**src/rtl/cla_operand_stage.sv**
```systemverilog
// -----------------------------------------------------------------------------
// cla_operand_stage
//   Registered valid/ready input stage feeding an N-bit carry lookahead adder.
//   Operand pairs (a, b, c_in) are captured from the producer and presented,
//   held stable, on the m_* outputs. The adder's a/b/c_in connect straight to
//   m_a/m_b/m_c_in. A 2-entry skid buffer (main + skid) absorbs back-pressure
//   so that s_ready comes from a register and full throughput is kept.
//
// Ports
//   clk      in   1  single clock, rising edge
//   rst_n    in   1  synchronous active-low reset (priority over everything)
//   flush    in   1  synchronous discard of all buffered operands
//   s_valid  in   1  producer: operand pair valid
//   s_ready  out  1  stage can accept (registered)
//   s_a      in   N  operand A
//   s_b      in   N  operand B
//   s_c_in   in   1  carry-in
//   m_valid  out  1  operands presented to the adder are valid
//   m_ready  in   1  consumer accepts the adder result this cycle
//   m_a      out  N  operand A to adder
//   m_b      out  N  operand B to adder
//   m_c_in   out  1  carry-in to adder
// -----------------------------------------------------------------------------
module cla_operand_stage #(
   parameter int N = 8
) (
   input  logic         clk,
   input  logic         rst_n,
   input  logic         flush,
   input  logic         s_valid,
   output logic         s_ready,
   input  logic [N-1:0] s_a,
   input  logic [N-1:0] s_b,
   input  logic         s_c_in,
   output logic         m_valid,
   input  logic         m_ready,
   output logic [N-1:0] m_a,
   output logic [N-1:0] m_b,
   output logic         m_c_in
);

   // The downstream adder is built from 4-bit lookahead groups.
   generate
      if ((N % 4 != 0) || (N < 4)) begin : g_bad_width
         $fatal(1, "cla_operand_stage: N must be a multiple of 4 and at least 4");
      end
   endgenerate

   localparam int W = 2 * N + 1;

   // Encoding chosen so that bit 1 is m_valid and bit 0 is "not ready":
   // both handshake outputs come straight from state flops.
   typedef enum logic [1:0] {
      EMPTY = 2'b00,
      BUSY  = 2'b10,
      FULL  = 2'b11
   } state_t;

   state_t         state_q, state_d;
   logic [W-1:0]   main_q, main_d;
   logic [W-1:0]   skid_q, skid_d;
   logic [W-1:0]   in_pair;

   assign in_pair = {s_a, s_b, s_c_in};

   always_ff @(posedge clk) begin
      if (!rst_n) begin
         state_q <= EMPTY;
         main_q  <= '0;
         skid_q  <= '0;
      end else begin
         state_q <= state_d;
         main_q  <= main_d;
         skid_q  <= skid_d;
      end
   end

   always_comb begin
      state_d = state_q;
      main_d  = main_q;
      skid_d  = skid_q;

      case (state_q)
         EMPTY: begin
            if (s_valid) begin
               main_d  = in_pair;
               state_d = BUSY;
            end
         end
         BUSY: begin
            if (s_valid && m_ready) begin
               main_d = in_pair;
            end else if (s_valid) begin
               // Consumer stalled: park the newer pair behind main.
               skid_d  = in_pair;
               state_d = FULL;
            end else if (m_ready) begin
               state_d = EMPTY;
            end
         end
         FULL: begin
            if (m_ready) begin
               main_d  = skid_q;
               state_d = BUSY;
            end
         end
         default: begin
            state_d = EMPTY;
         end
      endcase

      // Flush only empties the buffer; data registers may keep stale values,
      // and any pair accepted this cycle is dropped.
      if (flush) begin
         state_d = EMPTY;
      end
   end

   assign m_valid = state_q[1];
   assign s_ready = ~state_q[0];
   assign {m_a, m_b, m_c_in} = main_q;

endmodule
```
**config.mk**
```make
export PLATFORM = sky130hd
export DESIGN_NAME = cla_operand_stage
export DESIGN_NICKNAME = d
export VERILOG_FILES = /design/src/rtl/cla_operand_stage.sv
export SDC_FILE = /design/constraint.sdc
export NUM_CORES = 1
export LEC_CHECK = 0
export ABC_AREA = 1
export BUFFER_PORTS_ARGS = -buffer_cell sky130_fd_sc_hd__buf_2
export CAP_MARGIN = 20
export CORE_MARGIN = 8
export CORE_UTILIZATION = 56
export CTS_BUF_LIST = sky130_fd_sc_hd__clkbuf_2 sky130_fd_sc_hd__clkbuf_4 sky130_fd_sc_hd__clkbuf_8
export CTS_CLUSTER_SIZE = 10
export DETAILED_ROUTE_END_ITERATION = 12
export GPL_TIMING_DRIVEN = 0
export PLACE_DENSITY = 0.81
export RECOVER_POWER = 100
export SKIP_LAST_GASP = 1
export SLEW_MARGIN = 40
export SYNTH_ARGS = -nofsm -noshare
export SYNTH_HDL_FRONTEND = slang
export SYNTH_SLANG_ARGS = --single-unit
```
**constraint.sdc**
```tcl
create_clock -name clk -period 2 [get_ports clk]
set_input_delay 0.4 -clock clk [delete_from_list [all_inputs] [get_ports clk]]
set_output_delay 0.4 -clock clk [all_outputs]
set_load 0.02 [all_outputs]
```
==> results.yml <==
status:
  status: "complete, no violations"
global_routing:
  grt_max_degree: 11
  grt_pass1_wl_microns: 7450
  groute.usage.overall: 0.171
  globalRoute.totalOverflow: 0
  antenna_found_initial: 0
  grt_pass1_vias: 1703
timing:
  fin_tns_setup_ps: 0
  rsz0062_at_grt: "false"
  finalMaxSlewViolations: 0
  relSlewSlack: 0.713
  fin_crit_sh: 0.874
  max_freq_mhz: 572
  finalCriticalPeriod_ps: 1750
  hold_viol_final: 0
  skew_ps: 10.9
  tightest_slew_ps: 431
  finalSetupViolations: 0
  timing.hold.ws_ps: 297
clock_network:
  h-tree-depth: 2
  post_cts_resized: 0
  clkLatencyLatePin_ps: 340
  postCtsSetupRepairBufs: 0
  numCtsBuffers: 5
  cts.path.max_buffers: 2
  cts.sinks: 36
  cts_root_buffer: "clkbuf_4"
  tritoncts: "done"
  clkSlewWorstSetupHoldPaths_ps: 110
  post_cts_hold_buffer_count: 0
route:
  drt-pass1-iter-count: 4
  vias: 1840
  drt_iter0_drc: 134
  ant_nets: 0
  drc: 0
  viasPerCell: 4.69
  routedWlPerCell_microns: 11.1
  finalWirelength_microns: 4350
synthesis:
  synth.area.top_cells: "dfxtp_1 37%, nor2_1 11%, inv_1 11%"
  synth_nets: 328
  yosysSeqAreaShare: 0.368
  ys_warn_count: 0
  syn_avg_cell_area_sq_um: 6.51
  yosysTopAreaCell: "dfxtp_1"
  synth_area_sq_um: 1960
  yosys_register_bits: 36
  synth_cell_type_count: 20
  syn_inst: 301
  synth_top_area_frac: 0.368
floorplan:
  ios: 41
  start_util: 0.587
  die_area_sq_um: 5640
  rows: 21
  die_height_microns: 75.1
  die_w_microns: 75.1
  design.core.area_sq_um: 3340
finish:
  multiInputGateArea_sq_um: 861
  final_nets: 373
  layout_common_cells: "58 x nor2_1, 57 x inv_1, 48 x nand2_1"
  insertedDiodeCount: 0
  seq_area_sq_um: 721
  fillers: 337
  postLayoutCoreUtil: 0.663
  layout-drive-gt1-share: 0.139
  area_growth_syn_to_layout_pct: 13.0
  layout_commonest_cell: "nor2_1"
setup_path:
  r2r-start: "state_q[1]"
  worstRegToRegCells: 9
  r2r_end: "main_q[0]"
  crit_path_cell_trace: "inv_1 -> ha_1 -> inv_1 -> nand2_1 -> nand2_1 -> buf_4 -> nand3_1 -> nand2_1 -> nor2_1"
  crit_slowest_cell: "dfxtp_1"
  critPathMostFrequentCell: "nand2_1"
  start_kind: "flop"
  worst_ep_arrival_time_ps: 2000
  cp_top_family: "simple AND/OR/NAND/NOR gates"
  crit_fanout: 10
  critical_path_class: "flop to flop"
  crit_buf_inv: 3
  reg2reg_slack_ps: 250
  crit_path_end_kind: "flop"
  slowest_delay_ps: 460
  critPathRequiredTime_ps: 2250
worst_hold_path:
  whs_path_depth: 4
  hold_end: "state_q[1]"
  hp-class: "primary input to flop"
  hold_start: "flush"
power_and_ir_drop:
  power_density_nw_per_um2: 740
  leakagePower_nw: 1.18
  vdd_ir_drop_max_uv: 415
placement:
  portBuffers: 38
  gp_congestion: 0.844
  hpwl_microns: 3280
flow_run:
  drv_cap: 0
[where the power goes]
group,internal [mW],leakage (nW),switching (mW),total [mW]
clock,0.143,0.0315,0.233,0.376
combinational,0.161,0.856,0.283,0.443
sequential,0.781,0.295,0.0359,0.817
[tightest hold or removal path: stages]
cell	delay (ps)
buf_2	70
nor2_1	50
nand2_1	60
nor2_1	30
[cell usage after synthesis, drive strengths merged]
| master | number |
|---|---|
| a21oi | 34 |
| buf | 16 |
| clkbuf | 2 |
| dfxtp | 36 |
| ha | 5 |
| inv | 60 |
| nand2 | 49 |
| nand3 | 24 |
| nor2 | 58 |
| o21ai | 17 |
[routing by layer]
layer | track usage | part of all wire | up-vias
li1 | - | - | 994
met1 | 0.207 | 0.46 | 801
met3 | 0.0466 | 0.060 | 5
met2 | 0.286 | 0.47 | 40
met4 | 0.0533 | 0.011 | 0
met5 | 0 | 0 | -
[cells by family after synthesis]
logic type | synth area share
adder cells (fa/ha/maj) | 0.0319
AND/OR/NAND/NOR | 0.273
AO/OA/AOI/OAI | 0.144
buffers and inverters | 0.183
flip-flops | 0.368
[registers in the layout (all words and copies together) (netlist names)]
name     flops
main_q      17
skid_q      17
state_q      2
[worst max path at each step]
stage,from,endpoint,cells past startpoint
finish,state_q[1],main_q[0],9
global route,state_q[1],main_q[7],9
CTS,state_q[1],main_q[0],9
detailed placement,state_q[1],main_q[0],9
global placement,state_q[1],main_q[0],9
floorplan,state_q[1],main_q[10],9
[cell type report]
cell class / count / area share
Clock buffer: 6 / 0.0204
Inverter: 60 / 0.103
Timing Repair Buffer: 38 / 0.0752
Buffer: 18 / 0.0583
Clock inverter: 1 / 0.00226
Tap cell: 46 / 0.0260
Sequential cell: 36 / 0.326
Multi-Input combinational cell: 187 / 0.389
[through the flow]
step / area [sq um] / instances / setup WS (ps) / power, mW
final: 2210 / 392 / 252 / 1.64
after global routing: 2210 / 392 / 114 / 1.75
after CTS: 2260 / 392 / 354 / 1.67
after detailed placement: 2210 / 385 / 378 / 1.30
after global placement: 2210 / 385 / 394 / 1.29
after floorplan: 1960 / 301 / 439 / 1.17
Power figures use the tool's default switching activity.
